**src/rtl/uart_rx_monitor.sv**
```systemverilog
// UART receiver with mid-bit sampling, start-glitch rejection, optional parity,
// sticky framing/parity/overrun flags and a small receive FIFO on a valid/ready read port.
module uart_rx_monitor #(
  parameter int CLK_PER_BIT = 16,
  parameter int DATA_BITS   = 8,
  parameter int PARITY      = 0,
  parameter int FIFO_DEPTH  = 4
) (
  input  logic                             HCLK,
  input  logic                             HRESET,
  input  logic                             rx,
  output logic                             rd_valid,
  output logic [DATA_BITS-1:0]             rd_data,
  input  logic                             rd_ready,
  output logic [$clog2(FIFO_DEPTH+1)-1:0]  fifo_level,
  output logic                             frame_err,
  output logic                             parity_err,
  output logic                             overrun,
  input  logic                             err_clr
);

  localparam int CW = $clog2(CLK_PER_BIT);
  localparam int BW = $clog2(DATA_BITS);
  localparam int PW = $clog2(FIFO_DEPTH);
  localparam int LW = $clog2(FIFO_DEPTH + 1);

  localparam logic [CW-1:0] HALF_CNT = CW'(CLK_PER_BIT / 2 - 1);
  localparam logic [CW-1:0] FULL_CNT = CW'(CLK_PER_BIT - 1);
  localparam logic [BW-1:0] LAST_BIT = BW'(DATA_BITS - 1);
  localparam logic [LW-1:0] FULL_LVL = LW'(FIFO_DEPTH);

  typedef enum logic [2:0] {
    S_IDLE,
    S_START,
    S_DATA,
    S_PAR,
    S_STOP
  } state_t;

  state_t                 state_q, state_d;
  logic                   rx_meta_q, rxs_q;
  logic                   seen_high_q, seen_high_d;
  logic [CW-1:0]          cnt_q, cnt_d;
  logic [BW-1:0]          bit_q, bit_d;
  logic [DATA_BITS-1:0]   shift_q, shift_d;
  logic                   par_acc_q, par_acc_d;
  logic                   par_bad_q, par_bad_d;

  logic [DATA_BITS-1:0]   mem_q [FIFO_DEPTH];
  logic [PW-1:0]          wr_ptr_q, wr_ptr_d;
  logic [PW-1:0]          rd_ptr_q, rd_ptr_d;
  logic [LW-1:0]          level_q, level_d;

  logic                   frame_err_q, frame_err_d;
  logic                   parity_err_q, parity_err_d;
  logic                   overrun_q, overrun_d;

  logic                   push_req, frame_set, par_set;
  logic                   pop, push, full, ovr_set;

  // Receive FSM: the bit counter restarts at every sample point so each
  // subsequent sample lands one full bit time later, centred on the bit.
  always_comb begin
    state_d     = state_q;
    cnt_d       = cnt_q + 1'b1;
    bit_d       = bit_q;
    shift_d     = shift_q;
    par_acc_d   = par_acc_q;
    par_bad_d   = par_bad_q;
    seen_high_d = seen_high_q | rxs_q;
    push_req    = 1'b0;
    frame_set   = 1'b0;
    par_set     = 1'b0;

    case (state_q)
      S_IDLE: begin
        cnt_d = '0;
        if (!rxs_q && seen_high_q) begin
          state_d = S_START;
        end
      end

      S_START: begin
        if (cnt_q == HALF_CNT) begin
          cnt_d     = '0;
          bit_d     = '0;
          par_acc_d = 1'b0;
          par_bad_d = 1'b0;
          state_d   = rxs_q ? S_IDLE : S_DATA;
        end
      end

      S_DATA: begin
        if (cnt_q == FULL_CNT) begin
          cnt_d     = '0;
          shift_d   = {rxs_q, shift_q[DATA_BITS-1:1]};
          par_acc_d = par_acc_q ^ rxs_q;
          bit_d     = bit_q + 1'b1;
          if (bit_q == LAST_BIT) begin
            state_d = (PARITY != 0) ? S_PAR : S_STOP;
          end
        end
      end

      S_PAR: begin
        if (cnt_q == FULL_CNT) begin
          cnt_d     = '0;
          par_bad_d = (PARITY == 1) ? ~(par_acc_q ^ rxs_q) : (par_acc_q ^ rxs_q);
          state_d   = S_STOP;
        end
      end

      S_STOP: begin
        if (cnt_q == FULL_CNT) begin
          cnt_d   = '0;
          state_d = S_IDLE;
          // A low stop bit also arms the line-high requirement so a held
          // break yields a single framing error.
          if (!rxs_q) begin
            frame_set   = 1'b1;
            seen_high_d = 1'b0;
          end else if (par_bad_q) begin
            par_set = 1'b1;
          end else begin
            push_req = 1'b1;
          end
        end
      end

      default: state_d = S_IDLE;
    endcase
  end

  assign rd_valid = (level_q != '0);
  assign pop      = rd_valid && rd_ready;
  assign full     = (level_q == FULL_LVL);
  // A pop in the same cycle frees the slot the push needs.
  assign push     = push_req && (!full || pop);
  assign ovr_set  = push_req && full && !pop;

  always_comb begin
    wr_ptr_d     = wr_ptr_q + PW'(push);
    rd_ptr_d     = rd_ptr_q + PW'(pop);
    level_d      = level_q + LW'(push) - LW'(pop);
    frame_err_d  = frame_set | (frame_err_q  & ~err_clr);
    parity_err_d = par_set   | (parity_err_q & ~err_clr);
    overrun_d    = ovr_set   | (overrun_q    & ~err_clr);
  end

  always_ff @(posedge HCLK) begin
    if (HRESET) begin
      rx_meta_q    <= 1'b1;
      rxs_q        <= 1'b1;
      seen_high_q  <= 1'b1;
      state_q      <= S_IDLE;
      cnt_q        <= '0;
      bit_q        <= '0;
      shift_q      <= '0;
      par_acc_q    <= 1'b0;
      par_bad_q    <= 1'b0;
      wr_ptr_q     <= '0;
      rd_ptr_q     <= '0;
      level_q      <= '0;
      frame_err_q  <= 1'b0;
      parity_err_q <= 1'b0;
      overrun_q    <= 1'b0;
    end else begin
      rx_meta_q    <= rx;
      rxs_q        <= rx_meta_q;
      seen_high_q  <= seen_high_d;
      state_q      <= state_d;
      cnt_q        <= cnt_d;
      bit_q        <= bit_d;
      shift_q      <= shift_d;
      par_acc_q    <= par_acc_d;
      par_bad_q    <= par_bad_d;
      wr_ptr_q     <= wr_ptr_d;
      rd_ptr_q     <= rd_ptr_d;
      level_q      <= level_d;
      frame_err_q  <= frame_err_d;
      parity_err_q <= parity_err_d;
      overrun_q    <= overrun_d;
    end
  end

  always_ff @(posedge HCLK) begin
    if (push) begin
      mem_q[wr_ptr_q] <= shift_q;
    end
  end

  // Storage is not reset, so the head is masked while the FIFO is empty.
  assign rd_data    = rd_valid ? mem_q[rd_ptr_q] : '0;
  assign fifo_level = level_q;
  assign frame_err  = frame_err_q;
  assign parity_err = parity_err_q;
  assign overrun    = overrun_q;

endmodule
```
**config.mk**
```make
export PLATFORM = sky130hd
export DESIGN_NAME = uart_rx_monitor
export DESIGN_NICKNAME = d
export VERILOG_FILES = /design/src/rtl/uart_rx_monitor.sv
export SDC_FILE = /design/constraint.sdc
export NUM_CORES = 1
export LEC_CHECK = 0
export CAP_MARGIN = 0
export CORE_MARGIN = 4
export CORE_UTILIZATION = 55
export CTS_CLUSTER_DIAMETER = 60
export DETAILED_ROUTE_END_ITERATION = 10
export GPL_TIMING_DRIVEN = 0
export MAX_ROUTING_LAYER = met4
export PLACE_DENSITY = 0.78
export SLEW_MARGIN = 20
export SYNTH_ARGS = -nofsm -noshare
export SYNTH_HDL_FRONTEND = slang
export SYNTH_SLANG_ARGS = --single-unit
```
**constraint.sdc**
```tcl
create_clock -name HCLK -period 3.7 [get_ports HCLK]
set_input_delay 0.37 -clock HCLK [delete_from_list [all_inputs] [get_ports HCLK]]
set_output_delay 0.37 -clock HCLK [all_outputs]
set_load 0.02 [all_outputs]
```
Yosys cells after proc, flatten, opt, wreduce, memory -nomap -nowiden --
Memories as Yosys holds them, arrays and structs flattened. A register that Yosys moved wholly into a read port is not among the register bits. Cells that the tools add are included.
Operators by class: bitwise logic cells 9, multiplexer cells 36, divide/modulo/power cells 0, shift operators 0, multiply operators 0, $add $sub $neg 6, reduce and logical (&&, ||, !) cells 18, magnitude comparators 0, eq/ne operators 14
Operator list (count):
- 3-bit 2-to-1 mux | 8
- 1-bit 2-to-1 mux | 18
- 3-bit one-hot mux with 5 select lines | 1
- 2-bit inequality test (second input constant) | 6
- 4-bit one-hot mux with 3 select lines | 1
- 3-bit equality test (second input constant) | 3
- 4-bit 2-to-1 mux | 2
- 8-bit 2-to-1 mux | 1
- 3-bit by 2-bit equality test with 1-bit output (second input constant) | 2
- 3-bit one-hot mux with 2 select lines | 1
- 3-bit AND reduction | 2
- 6-bit AND reduction | 1
- 1-bit logical AND | 5
- 2-bit by 1-bit adder with 2-bit output | 2
- 4-bit by 1-bit adder with 4-bit output (second input constant) | 1
- 4-bit by 3-bit equality test with 1-bit output (second input constant) | 1
- 4-bit equality test (second input constant) | 1
- 2-bit 2-to-1 mux | 2
- 1-bit OR | 4
- 1-bit one-hot mux with 2 select lines | 2
- 2-bit nonzero test | 2
- 3-bit by 1-bit adder with 3-bit output | 1
- 3-bit by 1-bit adder with 3-bit output (second input constant) | 1
- 1-bit bitwise AND | 3
- 10 further kinds | 12
Word-level totals: latch bits 0, bits in registers 33, output and inout bits 15, memories 1, RAM bits 32, bits in read-only memories 0
Memories:
- mem_q | depth 4, bits a word 8, rd ports 1, clocked after memory_dff 1, wr ports 1, line 49 | logic [DATA_BITS-1:0] mem_q [FIFO_DEPTH];

Logic depth before layout (Yosys ltp) --
Gate-level depths: netlist of the first run.
depth in word-level cells 7, depth in mapped cells 12, depth with buffers taken out 11

Worst setup path before layout of the first run --
Ideal clock, no wire load.
kind flip-flop to flip-flop, start register state_q[0], end register level_q[2] (netlist: fifo_level[2]), data required time 3572 ps, arrival time 2494 ps, setup time 128 ps, clock period less this slack 2622 ps, setup slack 1078 ps, path buffers 2, stages on the path, launching flop included 13, path through dfxtp_1 > buf_2 > nor3b_1 > nand3_1 > or3_1 > clkbuf_1 > ha_1 > inv_1 > ha_1 > fa_1 > xnor2_1 > xnor2_1 > nor2_1
Between the ends: word-level cells in the longest chain between the ends 5
RTL lines:
- from (decl) | line 40 | state_t state_q, state_d;
- from (signal assigned) | line 171 | state_q <= state_d;
- 3-bit equality test | line 75 | case (state_q)
- 1-bit 2-to-1 mux | line 75
- 1-bit logical AND | line 138 | assign push = push_req && (!full || pop);
- 3-bit by 1-bit adder with 3-bit output | line 144 | level_d = level_q + LW'(push) - LW'(pop);
- 3-bit by 1-bit subtractor with 3-bit output | line 144
- to (signal assigned) | line 179 | level_q <= level_d;
- to (decl) | line 52 | logic [LW-1:0] level_q, level_d;
Every way passes these cells. A chain may end at the register's enable or synchronous reset.

Worst setup path after layout of the first run --
start register state_q[2], end register level_q[2] (netlist: fifo_level[2])
Same word-level chain as after synthesis.

==> flow_summary.yaml, run 1 <==
grt:
  grt.total_usage_pct: 17.5
  grt_pass1_vias: 1664
  antenna_found_initial: 0
  grt_pass1_wl_mm: 7.87
  grt_start_max_net_pins: 12
  overflow: 0
drt:
  detail_route.vias_per_cell: 5.38
  wl_mm: 4.68
  wire_per_inst_um: 14.3
  drc: 0
  first_pass_iters: 4
  drtAntennaViolNets: 0
  vias: 1760
  drt_iter0_drc: 96
synth:
  synth_edf_count: 32
  yosys-top-cells-area: "edfxtp_1 35%, dfxtp_1 24%, mux4_2 6.6%, nand2_1 3.4%, ha_1 3.2%"
  synth-async-reset-ratio_pct: 0
  synth_area_per_cell_sq_um: 12.2
  syn_area_sq_um: 2740
  yosysSeqAreaShare_pct: 59.2
  syn_nets: 238
  ys.warnings.count: 0
  synth.largest_area_cell: "edfxtp_1"
  synth_top_area_share_pct: 35.1
  netlist_instances: 225
  synth-main-ff-cell: "dfxtp_1"
  synth_seq_cells: 65
  ys_types: 46
critical_path:
  crit_chain: "buf_6 -> nor3b_1 -> nand3_1 -> or3_1 -> clkbuf_1 -> ha_1 -> inv_1 -> ha_1 -> fa_1 -> xnor2_1 -> xnor2_1 -> nor2_1"
  cp.required_ps: 3920
  worst-path-max-fanout: 10
  arrival_ps: 3140
  critPathTopFamily: "simple AND/OR/NAND/NOR gates"
  cp_slowest_cell: "nor3b_1"
  critPathMaxStageDelay_ps: 400
  startpoint_type: "flip-flop"
  crit_path_end_kind: "flip-flop"
  cp_num_buf_inv: 3
  critical_path_class: "flip-flop to flip-flop"
power_and_ir_drop:
  power.density_nw_per_um2: 597
  p_leak_nw: 1.12
  p_clk_share_pct: 29.6
  sw_frac_of_total_pct: 29.8
  ir_drop_v: 0.000302
  p_switching_mw: 0.574
  combPwrFrac_pct: 28.7
  internal_power_mw: 1.35
  power_frac_seq_pct: 41.8
floorplanning:
  row_count: 25
  num_io_pins: 20
  core_sq_um: 4790
  chipWidth_um: 78.6
  dieArea_sq_um: 6180
  die_h_um: 78.6
  start_util_pct: 57.3
clocking:
  cts_buffer_depth: 2
  clk_latency_ps: 340
  post-cts-setup-buffers: 0
  root_buffer: "clkbuf_8"
  cts_tree: "yes"
  clock-sinks: 65
  path_clk_slew_ps: 70
  ctsHtreeMaxLevel: 3
  numCtsBuffers: 9
  ctsHoldBuffers: 0
  post_cts_resized: 0
cells_and_area:
  fillerInstances: 362
  diodes: 0
  utilization_pct: 67.3
  area.growth.synth_to_final_pct: 17.5
  layout-drive-gt1-share_pct: 14.2
  nets: 268
  final_cell_area_sq_um: 3220
place:
  dpl_cell_area_sq_um: 3030
  io_buffers: 19
  place_congestion: 0.799
  dpl.hpwl_mm: 3.22
timing:
  post-route-period-util_pct: 78.9
  min_period_ps: 2920
  fin_worst_skew_ps: 8.39
  rsz0062_at_grt: "false"
  worst_slew_pin_slew_ps: 713
  hold_violations: 0
  fmaxAchievable_mhz: 342
  setup_viol: 0
  slew-limit-headroom_pct: 52.2
  tns_ps: 0
  holdWs_ps: 412
  drv_slew: 0
run:
  maxCapViolCount: 0
worst_hold_path:
  hold_path_class: "flip-flop to flip-flop"
run_status:
  status: "finished, final reports clean"
stage by stage:
stage / setup WS (ps) / total power, mW / instances
floorplan: 1080 / 1.18 / 225
global placement: 752 / 1.36 / 311
detailed placement: 791 / 1.37 / 311
CTS: 774 / 1.93 / 327
global route: 514 / 2.03 / 327
finish: 780 / 1.92 / 327
cell usage in the layout, fill, tap and decap left out, drive strengths merged, types with 8 or more instances in the layout:
cell type and n:
a21oi 15, clkbuf 16, clkdlybuf4s50 19, dfxtp 33, edfxtp 32, mux4 8
nand2 25, nor2b 13
Yosys cell counts, types with 5 or more instances:
library cell   n
a21oi_1       15
clkbuf_1       6
dfxtp_1       33
edfxtp_1      32
ha_1           7
inv_1          7
mux4_2         8
nand2_1       25
nand3_1        7
nor2_1         5
nor2b_1       13
nor3_1         7
nor3b_1        7
xnor2_1        5
sequential cells by signal (all words and copies together) (netlist names), 2 cells and up:
signal and cells:
shift_q 8, rd_ptr_q 2, bit_q 3, fifo_level 3
wr_ptr_q 2, state_q 3, cnt_q 4, mem_q 32
per-layer routing:
layer | vias up | wire length (um) | share of wire, % | GRT usage (%)
met5 | - | 0 | 0 | -
met4 | 0 | 64 | 1.4 | 6.82
met3 | 6 | 191 | 4.1 | 6.54
met2 | 28 | 2390 | 51 | 26.8
met1 | 853 | 2030 | 43 | 21.0
li1 | 873 | - | - | -
logic make-up (layout without fill, tap and decap cells):
group / after synthesis / after routing / synth area share [%]
and+or+nand+nor: 86 / 86 / 17.2
DFF: 65 / 65 / 59.2
AOI/OAI and AO/OA: 31 / 31 / 7.30
buffers and inverters: 20 / 55 / 3.65
adders and majority gates: 8 / 8 / 3.93
muxes: 8 / 8 / 6.57
xor gates and xnor gates: 7 / 7 / 2.24
path summary, 6_finish.rpt:
| check | from | endpoint | slack [ps] | cells after the start |
|---|---|---|---|---|
| setup / recovery | state_q[2] | fifo_level[2] | 780 | 12 |
| hold / removal | rx_meta_q | rxs_q | 410 | 1 |
| setup reg to reg | state_q[2] | fifo_level[2] | 780 | 12 |
| hold reg to reg | rx_meta_q | rxs_q | 410 | 1 |
worst reg2reg max path, stage by stage, from the launching register on:
cell	delay, ps
dfxtp_1	330
buf_6	130
nor3b_1	400
nand3_1	160
or3_1	320
clkbuf_1	180
ha_1	300
inv_1	40
ha_1	180
fa_1	400
xnor2_1	180
xnor2_1	130
nor2_1	50
cell type report:
cell class / instances / area (sq um) / area share [%]
Clock inverter: 6 / 58.8 / 1.83
Inverter: 8 / 30.0 / 0.932
Clock buffer: 10 / 128 / 3.96
Multi-Input combinational cell: 140 / 1040 / 32.3
Sequential cell: 65 / 1620 / 50.3
Buffer: 12 / 70.1 / 2.17
Tap cell: 67 / 83.8 / 2.60
Timing Repair Buffer: 19 / 190 / 5.90
power by group through the flow:
stage | sequential (mW) | combinational (mW) | clock, mW
floorplan | 0.826 | 0.351 | 0
global placement | 0.813 | 0.545 | 0
detailed placement | 0.815 | 0.554 | 0
CTS | 0.799 | 0.556 | 0.578
global route | 0.807 | 0.604 | 0.615
finish | 0.804 | 0.552 | 0.569
Note: power is estimated with default switching activity, not from simulation.
==> inputs of run 2 (changes only) <==
==> constraint.sdc (replaced) <==
create_clock -name HCLK -period 2.91 [get_ports HCLK]
set_input_delay 0.291 -clock HCLK [delete_from_list [all_inputs] [get_ports HCLK]]
set_output_delay 0.291 -clock HCLK [all_outputs]
set_load 0.02 [all_outputs]
==> run 2 against run 1 <==
Effect of this change: power increased by 27%; sequential share of layout area decreased by 0.16 points; non-clock buffer count decreased by 1; worst setup slack got worse by 590 ps; utilization increased by 0.21 points; register-to-register slack got worse by 590 ps; largest power group unchanged; design area increased by 0.31%; largest cell class unchanged; count of clock-buffer cells in the layout unchanged; final cell count decreased by 0.31%.
==> flow_summary.yaml, run 2 (synthesis gave the netlist of run 1 again) <==
run_status:
  status: "finished, final reports clean"
cells_and_area:
  layout-drive-gt1-share_pct: 15.8
  nets: 267
  area.growth.synth_to_final_pct: 17.9
  largest_reg_flops: 32
  layout_commonest_cell: "dfxtp_1"
  fillerInstances: 361
  reg.largest.list: "mem_q: 32 flops, shift_q: 8 flops, cnt_q: 4 flops"
  diodes: 0
  layout_common_cells: "33 x dfxtp_1, 32 x edfxtp_1, 25 x nand2_1"
  regMostFlops: "mem_q"
power_and_ir_drop:
  internal_power_mw: 1.72
  combPwrFrac_pct: 28.7
  power.density_nw_per_um2: 757
  sw_frac_of_total_pct: 29.8
  ir_drop_v: 0.000387
  p_switching_mw: 0.729
  p_leak_nw: 1.13
  p_clk_share_pct: 29.5
  power_frac_seq_pct: 41.8
clocking:
  path_clk_slew_ps: 70
  clock-sinks: 65
  numCtsBuffers: 9
  ctsHoldBuffers: 0
  cts_tree: "yes"
  root_buffer: "clkbuf_8"
  clk_latency_ps: 340
  cts_buffer_depth: 2
  post-cts-setup-buffers: 0
  ctsHtreeMaxLevel: 3
drt:
  wire_per_inst_um: 14.4
  drtAntennaViolNets: 0
  first_pass_iters: 4
  detail_route.vias_per_cell: 5.37
  drc: 0
  drt_iter0_drc: 84
  vias: 1749
  wl_mm: 4.70
critical_path:
  arrival_ps: 2940
  startpoint_type: "flip-flop"
  crit_path_end_kind: "flip-flop"
  critical_path_class: "flip-flop to flip-flop"
  cp.required_ps: 3120
  worst-path-max-fanout: 5
floorplanning:
  die_h_um: 78.6
  dieArea_sq_um: 6180
  row_count: 25
  chipWidth_um: 78.6
  start_util_pct: 57.3
  num_io_pins: 20
  core_sq_um: 4790
timing:
  hold_violations: 0
  fmaxAchievable_mhz: 367
  setup_viol: 0
  min_period_ps: 2720
  post-route-period-util_pct: 93.6
  slew-limit-headroom_pct: 52.8
  worst_slew_pin_slew_ps: 705
  drv_slew: 0
  fin_worst_skew_ps: 6.45
  tns_ps: 0
  holdWs_ps: 413
  rsz0062_at_grt: "false"
grt:
  grtUsageMet2_pct: 27.2
  gr-usage-met3_pct: 6.54
  grt_pass1_vias: 1667
  antenna_found_initial: 0
  grt-busiest-layer: "met2"
  overflow: 0
  grt.total_usage_pct: 17.6
  grt_pass1_wl_mm: 7.94
  grt_start_max_net_pins: 12
  met1_usage_pct: 21.1
place:
  io_buffers: 19
  dpl.hpwl_mm: 3.22
  place_congestion: 0.799
worst_hold_path:
  hold_path_class: "flip-flop to flip-flop"
run:
  maxCapViolCount: 0
==> run 2: metrics by stage <==
stage	instance area, sq um	total power, mW	util [%]	cells	setup WS, ps
finish	3230	2.45	67.5	326	186
global route	3230	2.58	67.5	326	9.11
CTS	3220	2.46	67.3	327	9.70
detailed placement	3030	1.74	63.3	311	1.01
global placement	3020	1.73	63.0	311	-38.5
floorplan	2740	1.50	-	225	288
==> run 2: power groups by stage <==
stage                     clock (mW)  sequential (mW)  combinational (mW)
after detailed placement           0             1.04               0.705
after global routing           0.782             1.03               0.772
after CTS                      0.734             1.02               0.708
final                          0.721             1.02               0.703
after global placement             0             1.03               0.693
after floorplan                    0             1.05               0.446
==> run 2: final cells by class <==
type	count	area (sq um)	share of cell area (%)
Buffer	11	66.3	2.05
Clock buffer	10	128	3.95
Clock inverter	6	58.8	1.82
Inverter	8	30.0	0.929
Multi-Input combinational cell	140	1050	32.6
Sequential cell	65	1620	50.2
Tap cell	67	83.8	2.59
Timing Repair Buffer	19	190	5.88
==> run 2: final timing paths <==
path	cells after the start	startpoint	to	slack, ps
max	11	cnt_q[0]	fifo_level[2]	190
min	1	rx_meta_q	rxs_q	410
min reg2reg	1	rx_meta_q	rxs_q	410
max reg2reg	11	cnt_q[0]	fifo_level[2]	190
==> run 2: critical path: stages (launching register included) <==
cell and delay (ps):
dfxtp_1 360, ha_2 220, and3_2 240, nand3_1 110, or3_4 400, ha_1 290
inv_1 40, ha_1 180, fa_1 400, xnor2_1 180, xnor2_1 130, nor2_1 50
==> run 2: metal layers <==
layer	vias to the layer above	share of wire, %
li1	871	-
met1	844	44
met2	27	51
met3	7	3.9
met4	0	1.7
met5	-	0
==> run 2: timing repair <==
action / CTS / global route
endpoints found under the setup margin: 1 / 1
cloned: 0 / 0
hold endpoints to repair: 0 / 0
gates resized for setup: 1 / 3
